[src/rtl/uart_rx.sv]
`default_nettype none
// ============================================================================
// uart_rx : 8N1-style serial receiver, mid-bit sampled, one-cycle DV pulse
// Revision: 1.0
// ============================================================================
module uart_rx #(
  parameter int NB           = 8,
  parameter int CLKS_PER_BIT = 87
) (
  input  logic          i_Clock,
  input  logic          i_Rst_n,
  input  logic          i_Rx_Serial,
  output logic          o_Rx_DV,
  output logic [NB-1:0] o_Rx_Byte,
  output logic          o_Rx_Active,
  output logic          o_Rx_Frame_Err
);

  localparam int c_CW = $clog2(CLKS_PER_BIT);
  localparam int c_IW = (NB > 1) ? $clog2(NB) : 1;

  localparam logic [c_CW-1:0] c_HALF     = c_CW'((CLKS_PER_BIT - 1) / 2);
  localparam logic [c_CW-1:0] c_LAST     = c_CW'(CLKS_PER_BIT - 1);
  localparam logic [c_IW-1:0] c_IDX_LAST = c_IW'(NB - 1);

  localparam logic [2:0] c_IDLE    = 3'd0;
  localparam logic [2:0] c_START   = 3'd1;
  localparam logic [2:0] c_DATA    = 3'd2;
  localparam logic [2:0] c_STOP    = 3'd3;
  localparam logic [2:0] c_CLEANUP = 3'd4;

  logic            r_Rx_Meta;
  logic            r_Rx;
  logic [2:0]      r_State;
  logic [c_CW-1:0] r_Clk_Count;
  logic [c_IW-1:0] r_Bit_Index;
  logic [NB-1:0]   r_Shift;

  // Line idles high, so the synchronizer resets to 1 to avoid a false start.
  always_ff @(posedge i_Clock) begin
    if (!i_Rst_n) begin
      r_Rx_Meta <= 1'b1;
      r_Rx      <= 1'b1;
    end else begin
      r_Rx_Meta <= i_Rx_Serial;
      r_Rx      <= r_Rx_Meta;
    end
  end

  always_ff @(posedge i_Clock) begin
    if (!i_Rst_n) begin
      r_State        <= c_IDLE;
      r_Clk_Count    <= '0;
      r_Bit_Index    <= '0;
      r_Shift        <= '0;
      o_Rx_DV        <= 1'b0;
      o_Rx_Byte      <= '0;
      o_Rx_Active    <= 1'b0;
      o_Rx_Frame_Err <= 1'b0;
    end else begin
      o_Rx_DV        <= 1'b0;
      o_Rx_Frame_Err <= 1'b0;
      case (r_State)
        c_IDLE: begin
          r_Clk_Count <= '0;
          r_Bit_Index <= '0;
          o_Rx_Active <= 1'b0;
          if (r_Rx == 1'b0) begin
            r_State     <= c_START;
            o_Rx_Active <= 1'b1;
          end
        end

        c_START: begin
          if (r_Clk_Count == c_HALF) begin
            r_Clk_Count <= '0;
            if (r_Rx == 1'b0) begin
              r_State <= c_DATA;
            end else begin
              r_State     <= c_IDLE;
              o_Rx_Active <= 1'b0;
            end
          end else begin
            r_Clk_Count <= r_Clk_Count + 1'b1;
          end
        end

        c_DATA: begin
          if (r_Clk_Count == c_LAST) begin
            r_Clk_Count          <= '0;
            r_Shift[r_Bit_Index] <= r_Rx;
            if (r_Bit_Index == c_IDX_LAST) begin
              r_Bit_Index <= '0;
              r_State     <= c_STOP;
            end else begin
              r_Bit_Index <= r_Bit_Index + 1'b1;
            end
          end else begin
            r_Clk_Count <= r_Clk_Count + 1'b1;
          end
        end

        c_STOP: begin
          if (r_Clk_Count == c_LAST) begin
            r_Clk_Count <= '0;
            r_State     <= c_CLEANUP;
            o_Rx_Active <= 1'b0;
            if (r_Rx == 1'b1) begin
              o_Rx_DV   <= 1'b1;
              o_Rx_Byte <= r_Shift;
            end else begin
              o_Rx_Frame_Err <= 1'b1;
            end
          end else begin
            r_Clk_Count <= r_Clk_Count + 1'b1;
          end
        end

        c_CLEANUP: begin
          r_State <= c_IDLE;
        end

        default: begin
          r_State     <= c_IDLE;
          r_Clk_Count <= '0;
          r_Bit_Index <= '0;
          o_Rx_Active <= 1'b0;
        end
      endcase
    end
  end

endmodule
`default_nettype wire

[config.mk]
export PLATFORM = sky130hd
export DESIGN_NAME = uart_rx
export DESIGN_NICKNAME = d
export VERILOG_FILES = /design/src/rtl/uart_rx.sv
export SDC_FILE = /design/constraint.sdc
export NUM_CORES = 1
export LEC_CHECK = 0
export CAP_MARGIN = 20
export CORE_MARGIN = 10
export CORE_UTILIZATION = 37
export CTS_CLUSTER_DIAMETER = 80
export DETAILED_ROUTE_END_ITERATION = 8
export GPL_TIMING_DRIVEN = 1
export PLACE_DENSITY = 0.59
export SYNTH_ARGS = -nofsm -noshare
export SYNTH_HDL_FRONTEND = slang
export SYNTH_SLANG_ARGS = --single-unit
[constraint.sdc]
create_clock -name i_Clock -period 4.3 [get_ports i_Clock]
set_input_delay 0.645 -clock i_Clock [delete_from_list [all_inputs] [get_ports i_Clock]]
set_output_delay 0.645 -clock i_Clock [all_outputs]
set_load 0.05 [all_outputs]
==> metrics.csv, run 1 <==
metric;value;unit
htree depth;2;
DR pass1 iterations;4;
Synth async-reset ratio;0;
Syn Nets;188;
Worst Hold Class;flop to flop;
post-synthesis sequential area ratio;0.400;
core box area;4410;um2
Fin Clk Skew;0.00868;ns
CP Data Arrival Time;2.60;ns
final wirelength;3.41;mm
Post-synth EDFFs;0;
Clock Latency Late Sink;0.29;ns
Cells after Synth;181;
final count of hold timing violations;0;
I/O pins;14;
Die X;87.8;um
initial antenna violation count;0;
Max Slew Vio Count;0;
leakage;0.688;nW
CTS Buf Count;5;
CTS tree;done;
hold_buf cts;0;
IO Port Bufs;13;
FF+latch count, synth;34;
share of layout cells above drive strength 1;0.0733;
Most used DFF post-synth;dfxtp_1;
Yosys top cell area share;0.400;
Slew headroom;0.305;
synth top area cells;dfxtp_1, mux2i_1, nand2_1;
first-pass GRT wire length;5.85;mm
Final nets;197;
drc violations;0;
synth warn;0;
status;finished clean;
Peak Freq;0.419;GHz
Cells after DPL;235;
CP Class;input pin to flop;
Worst-path clk slew;0.07;ns
Max Cap Viol;0;
Required @ worst endpoint;4.52;ns
Antenna Violating Nets Remaining;0;
vias in the first global route;1272;
initial drt markers;80;
Initial Util;0.386;
largest net degree at the start of global routing;34;
DP Wirelength;2.38;mm
gp weighted congestion;0.808;
final cell count without fillers;243;
final setup vio count;0;
n_diodes;0;
Clock Sinks;34;
Clock Tree Buf Depth;2;
root buffer cell;clkbuf_8;
most common library cells after synthesis;dfxtp_1, nand2_1, mux2i_1;
Synth Area per Inst;9.41;um2
Final TNS setup;0;ns
DIE AREA;7720;um2
reg2reg setup slack;2.26;ns
count leader, synth;dfxtp_1;
Die Ht;87.8;um
remaining global-route overflow;0;
row count;24;
Worst Tran Pin Value;1.04;ns
Synth area leader;dfxtp_1;
GRT Util Overall;0.0957;
crit path launch type;input pin;
Crit. End Element;flop;
Resize count post-CTS;0;
unrepaired setup endpoints after global routing;false;
via count;1360;
Synth cell types;44;
mapped cell area;1700;um2
Synth-to-Final Area Change;13.5;%
WL/cell;14.0;um
Max VDD drop;152;uV
crit-path max FO;33;
pwr dens;304;nW/um2
Post-CTS Setup Inserts;0;
period utilization;0.555;
Avg Vias per Cell;5.60;
min cycle time layout;2.39;ns
## cells by family after synthesis
kind of cell / synth area share
simple gates: 0.254
compound gates: 0.153
flops: 0.400
buf+inv: 0.0529
mux: 0.106
fa+ha+maj: 0.0294
xor+xnor: 0.00514
## cell usage in the layout (no fill, tap or decap), drive strengths merged, types with 3 or more instances in the layout
master / Yosys / routed
clkdlybuf4s50: 0 / 13
mux2i: 18 / 18
ha: 4 / 4
nand2b: 4 / 4
nor3b: 4 / 4
clkbuf: 4 / 6
o211a: 4 / 4
dfxtp: 34 / 34
nor2b: 9 / 9
inv: 8 / 8
a21boi: 4 / 4
nor2: 5 / 5
nand3: 9 / 9
o21ai: 4 / 4
nand2: 23 / 23
o211ai: 5 / 5
nor4: 3 / 3
nor3: 3 / 3
## registers in the layout, indices dropped and copies added (netlist names)
register and count:
r_Rx 1, o_Rx_Frame_Err 1, o_Rx_Byte 8, r_Clk_Count 7
r_Shift 8, r_Rx_Meta 1, o_Rx_Active 1, r_Bit_Index 3
o_Rx_DV 1, r_State 3
## per-stage QoR
step                      instance area (um2)   util  power [W]  setup WS (ns)  hold WS [ns]
after CTS                                1930  0.438   0.000599           1.91         0.416
after global routing                     1930  0.438   0.000614           1.74         0.438
after floorplan                          1700      -   0.000342           2.52         0.386
after detailed placement                 1840  0.416   0.000348           1.60         0.398
after global placement                   1840  0.416   0.000348           1.69         0.405
final                                    1930  0.438   0.000587           1.91         0.411
## metal layers
metal	track usage	part of all wire	up-vias
li1	-	-	667
met1	0.115	0.45	649
met2	0.140	0.45	36
met3	0.0381	0.071	8
met4	0.0580	0.022	0
met5	0	0	-
## worst max-delay path: stages
cell and delay [ns]:
clkdlybuf4s50_1 1.16, nor2b_1 0.47, o21ai_0 0.14, o21ai_0 0.18
## cell type report
cell class / instances / area [um2]
fill: 430 / 2480
tap: 52 / 65.1
clock buffer: 6 / 82.6
multi-input combinational: 128 / 932
inverter: 8 / 30.0
clock inverter: 2 / 12.5
timing repair buffer: 13 / 130
sequential: 34 / 681
## path summary, 6_finish.rpt
path                        from             end  cells past startpoint
setup reg to reg  r_Clk_Count[0]  r_Bit_Index[0]                      6
setup / recovery         i_Rst_n  r_Clk_Count[3]                      4
hold reg to reg        r_Rx_Meta            r_Rx                      1
hold / removal         r_Rx_Meta            r_Rx                      1
## power by group
part	total (W)	leakage, nW	switching [W]	internal (W)
combinational	0.0000209	0.367	0.0000126	0.00000831
clock	0.000246	0.0472	0.000118	0.000129
sequential	0.000320	0.275	0.00000317	0.000317
total	0.000587	0.688	0.000133	0.000454
(Power assumes the default switching activity.)
==> inputs of run 2 (changes only) <==
PLACE_DENSITY = 0.61   (was 0.59)
clock period = 1.98 ns   (was 4.3 ns; I/O delays follow)
==> metrics.csv, run 2 (same netlist as run 1, synthesis figures left out) <==
metric;value;unit
status;finished clean;
Required @ worst endpoint;2.13;ns
reg2reg setup slack;0.11;ns
CP max-delay cell;or4b_1;
root buffer cell;clkbuf_8;
leakage;0.746;nW
power share of the clock group;0.415;
most common cell after layout, fill and taps aside;dfxtp_1;
CTS tree;done;
Crit path max-delay family;simple AND/OR/NAND/NOR gates;
drc violations;0;
core box area;4410;um2
reg2reg start;r_Clk_Count[0];
Max VDD drop;378;uV
internal power;0.000989;W
Max Cap Viol;0;
Slew headroom;0.488;
unrepaired setup endpoints after global routing;false;
Final nets;208;
Avg Vias per Cell;5.41;
Critical path buffers and inverters;1;
largest net degree at the start of global routing;20;
CP Data Arrival Time;2.02;ns
pwr dens;630;nW/um2
most frequent cells in the layout;dfxtp_1, nand2_1, mux2i_1;
Power Total;0.00127;W
hold_buf cts;0;
via count;1373;
Storage cell area;681;um2
filler instances;419;
Crit. End Element;flop;
initial drt markers;57;
Peak Freq;0.535;GHz
initial antenna violation count;0;
first-pass GRT wire length;6.06;mm
DP Wirelength;2.57;mm
Final TNS setup;0;ns
placed cell area;1920;um2
footprint of the multi-input gates;938;um2
fin area;2020;um2
CP peak stage delay;0.62;ns
Initial Util;0.386;
final setup vio count;0;
combinational power share;0.039;
dpl ws;0.112;ns
Fin Clk Skew;0.00683;ns
Synth-to-Final Area Change;18.7;%
remaining global-route overflow;0;
NetSw;0.000284;W
DR pass1 iterations;4;
Critical path destination;r_Shift[4];
CP cell instances;inv_1, ha_1, nand4bb_4, or4b_1, o311ai_1, o41ai_1;
RR Endpoint;r_Shift[4];
Antenna Violating Nets Remaining;0;
Flop pwr share;0.546;
vias in the first global route;1334;
Cells after DPL;246;
GRT Util Overall;0.0965;
CTS Buf Count;5;
Worst-path clk slew;0.07;ns
DIE AREA;7720;um2
n_diodes;0;
Post-CTS Setup Inserts;0;
crit path launch type;flop;
Worst Hold Class;flop to flop;
period utilization;0.944;
Clock Tree Buf Depth;2;
CP Class;flop to flop;
share of layout cells above drive strength 1;0.134;
crit-path max FO;6;
Worst Tran Pin Value;0.765;ns
row count;24;
switch share;0.223;
Max Slew Vio Count;0;
slack of the critical path;0.112;ns
final cell count without fillers;254;
WL/cell;13.9;um
Die X;87.8;um
WP depth;6;
Die Ht;87.8;um
Clock Latency Late Sink;0.28;ns
min cycle time layout;1.87;ns
final count of hold timing violations;0;
Critical Path Source;r_Clk_Count[0];
gp weighted congestion;0.820;
IO Port Bufs;13;
FF-to-FF path depth;6;
Clock Sinks;34;
htree depth;2;
Largest regs;o_Rx_Byte (8), r_Shift (8), r_Clk_Count (7);
I/O pins;14;
final wirelength;3.53;mm
## run 2: cell types whose count changed in the layout (fill, tap and decap cells not counted), sizes merged
cell and change:
buf +11
## run 2: routing by layer
layer,share of wire,track usage,routed length (um)
met2,0.46,0.146,1620
met4,0.029,0.0667,102
met1,0.47,0.115,1650
met3,0.043,0.0269,153
met5,0,0,0
## run 2: cell type report
cell class,instances,share of cell area
Multi-Input combinational cell,128,0.464
Sequential cell,34,0.337
Clock inverter,2,0.00619
Timing Repair Buffer,24,0.105
Tap cell,52,0.0322
Clock buffer,6,0.0408
Inverter,8,0.0149
## run 2: power groups by stage
stage / Clock [W] / Sequential (W) / Combinational (W)
global route: 0.000582 / 0.000695 / 0.0000552
detailed placement: 0 / 0.000710 / 0.0000498
global placement: 0 / 0.000710 / 0.0000483
floorplan: 0 / 0.000709 / 0.0000348
finish: 0.000528 / 0.000695 / 0.0000497
CTS: 0.000550 / 0.000694 / 0.0000500
## run 2: how the worst min path moves through the flow
stage                   start    to  slack (ns)  cells after the start
CTS                 r_Rx_Meta  r_Rx        0.42                      1
detailed placement  r_Rx_Meta  r_Rx        0.40                      1
global route        r_Rx_Meta  r_Rx        0.45                      1
global placement    r_Rx_Meta  r_Rx        0.40                      1
floorplan           r_Rx_Meta  r_Rx        0.39                      1
finish              r_Rx_Meta  r_Rx        0.41                      1
## run 2: repair_timing
item                                    in CTS  in global routing
hold endpoints to repair                     0                  0
endpoints found under the setup margin       0                  3
gates resized for setup                      0                  2
## run 2: worst reg2reg max path, stage by stage, from the launching register on
cell and delay [ns]:
dfxtp_1 0.33, inv_1 0.08, ha_1 0.20, nand4bb_4 0.11, or4b_1 0.62, o311ai_1 0.29, o41ai_1 0.12
## run 2: per-stage QoR
stage	utilization	hold WS, ns
detailed placement	0.435	0.402
floorplan	-	0.386
CTS	0.457	0.418
global route	0.458	0.455
global placement	0.435	0.397
finish	0.458	0.413
==> inputs of run 3 (changes only) <==
CORE_ASPECT_RATIO = 0.8   (was not set)
==> metrics.csv, run 3 (same netlist as run 1, synthesis figures left out) <==
metric;value;unit
Fin Clk Skew;0.00523;ns
internal power;0.00121;W
Final nets;211;
Final TNS setup;0;ns
largest net degree at the start of global routing;17;
n_diodes;0;
Clock Tree Buf Depth;2;
Antenna Violating Nets Remaining;0;
NetSw;0.000304;W
CP Class;flop to flop;
Die Ht;80.7;um
switch share;0.200;
most frequent cells in the layout;dfxtp_1, nand2_1, mux2i_1;
DR pass1 iterations;4;
power share of the clock group;0.509;
I/O pins;14;
Clock Sinks;34;
Avg Vias per Cell;5.28;
Die X;95.9;um
htree depth;2;
crit path launch type;flop;
Worst-path clk slew;0.07;ns
status;finished clean;
final cell count without fillers;262;
Max Cap Viol;0;
initial drt markers;102;
placed cell area;1950;um2
Largest regs;o_Rx_Byte (8), r_Shift (8), r_Clk_Count (7);
Flop pwr share;0.457;
final wirelength;3.72;mm
gp weighted congestion;0.771;
core box area;4310;um2
pwr dens;728;nW/um2
leakage;0.781;nW
root buffer cell;clkbuf_8;
crit-path max FO;6;
reg2reg setup slack;0.13;ns
Post-CTS Setup Inserts;0;
share of layout cells above drive strength 1;0.141;
DP Wirelength;2.71;mm
Peak Freq;0.542;GHz
Required @ worst endpoint;2.15;ns
Critical path destination;r_Shift[4];
Worst Hold Class;flop to flop;
Worst Tran Pin Value;0.862;ns
min cycle time layout;1.85;ns
Max Slew Vio Count;0;
vias in the first global route;1353;
WL/cell;14.2;um
DIE AREA;7730;um2
Hold Slack;0.415;ns
row count;21;
combinational power share;0.034;
unrepaired setup endpoints after global routing;false;
via count;1383;
Power Total;0.00152;W
period utilization;0.933;
Synth-to-Final Area Change;22.6;%
IO Port Bufs;13;
remaining global-route overflow;0;
Slew headroom;0.423;
Clock Latency Late Sink;0.29;ns
Initial Util;0.395;
drc violations;0;
CTS tree;done;
hold_buf cts;0;
Crit. End Element;flop;
Cells after DPL;254;
most common cell after layout, fill and taps aside;dfxtp_1;
initial antenna violation count;0;
fin area;2090;um2
FF-to-FF path depth;6;
Max VDD drop;448;uV
CTS Buf Count;5;
final setup vio count;0;
CP Data Arrival Time;2.01;ns
reg2reg start;r_Clk_Count[0];
Resize count post-CTS;0;
final count of hold timing violations;0;
first-pass GRT wire length;6.39;mm
RR Endpoint;r_Shift[4];
Critical Path Source;r_Clk_Count[0];
GRT Util Overall;0.104;
## run 3: cell types whose count changed in the layout (fill, tap and decap cells not counted)
cell	before	now
clkinv_4	0	1
clkbuf_8	6	5
clkinv_2	1	0
clkinvlp_4	1	0
o31ai_2	1	0
bufinv_16	0	2
buf_4	11	14
o31ai_1	1	2
## run 3: layout make-up
type                            instances  area (um2)
Inverter                                8        30.0
Clock inverter                          3        68.8
Sequential cell                        34         681
Timing Repair Buffer                   27         235
Clock buffer                            5        68.8
Multi-Input combinational cell        128         933
Fill cell                             426        2220
Tap cell                               57        71.3
## run 3: worst max-delay path: stages (launching register included)
cell and delay (ns):
dfxtp_1 0.34, inv_1 0.08, ha_1 0.19, nand4bb_4 0.11, or4b_1 0.62, o311ai_1 0.28
o41ai_1 0.11
## run 3: power by group through the flow
| stage | Clock, W | Sequential, W | Combinational [W] |
|---|---|---|---|
| 3_3_place_gp | 0 | 0.000710 | 0.0000504 |
| 3_5_place_dp | 0 | 0.000711 | 0.0000518 |
| 2_1_floorplan | 0 | 0.000709 | 0.0000348 |
| 4_1_cts | 0.000790 | 0.000694 | 0.0000517 |
| 6_report | 0.000773 | 0.000695 | 0.0000513 |
| 5_1_grt | 0.000815 | 0.000695 | 0.0000573 |
## run 3: how the worst min path moves through the flow
stage	startpoint	endpoint	slack, ns	cells past startpoint
3_3_place_gp	r_Rx_Meta	r_Rx	0.39	1
2_1_floorplan	r_Rx_Meta	r_Rx	0.39	1
3_5_place_dp	r_Rx_Meta	r_Rx	0.40	1
6_report	r_Rx_Meta	r_Rx	0.42	1
5_1_grt	r_Rx_Meta	r_Rx	0.45	1
4_1_cts	r_Rx_Meta	r_Rx	0.41	1
## run 3: routing by layer
layer / track usage / vias to the layer above / part of all wire
met4: 0.0441 / 0 / 0.016
li1: - / 694 / -
met3: 0.0362 / 7 / 0.060
met5: 0 / - / 0
met1: 0.127 / 652 / 0.45
met2: 0.163 / 30 / 0.47
## run 3: stage by stage
stage                     worst slack (ns)  utilization
final                                0.133        0.485
after CTS                            0.120        0.484
after global placement               0.172        0.452
after global routing               0.00519        0.485
after floorplan                      0.202            -
after detailed placement             0.137        0.452
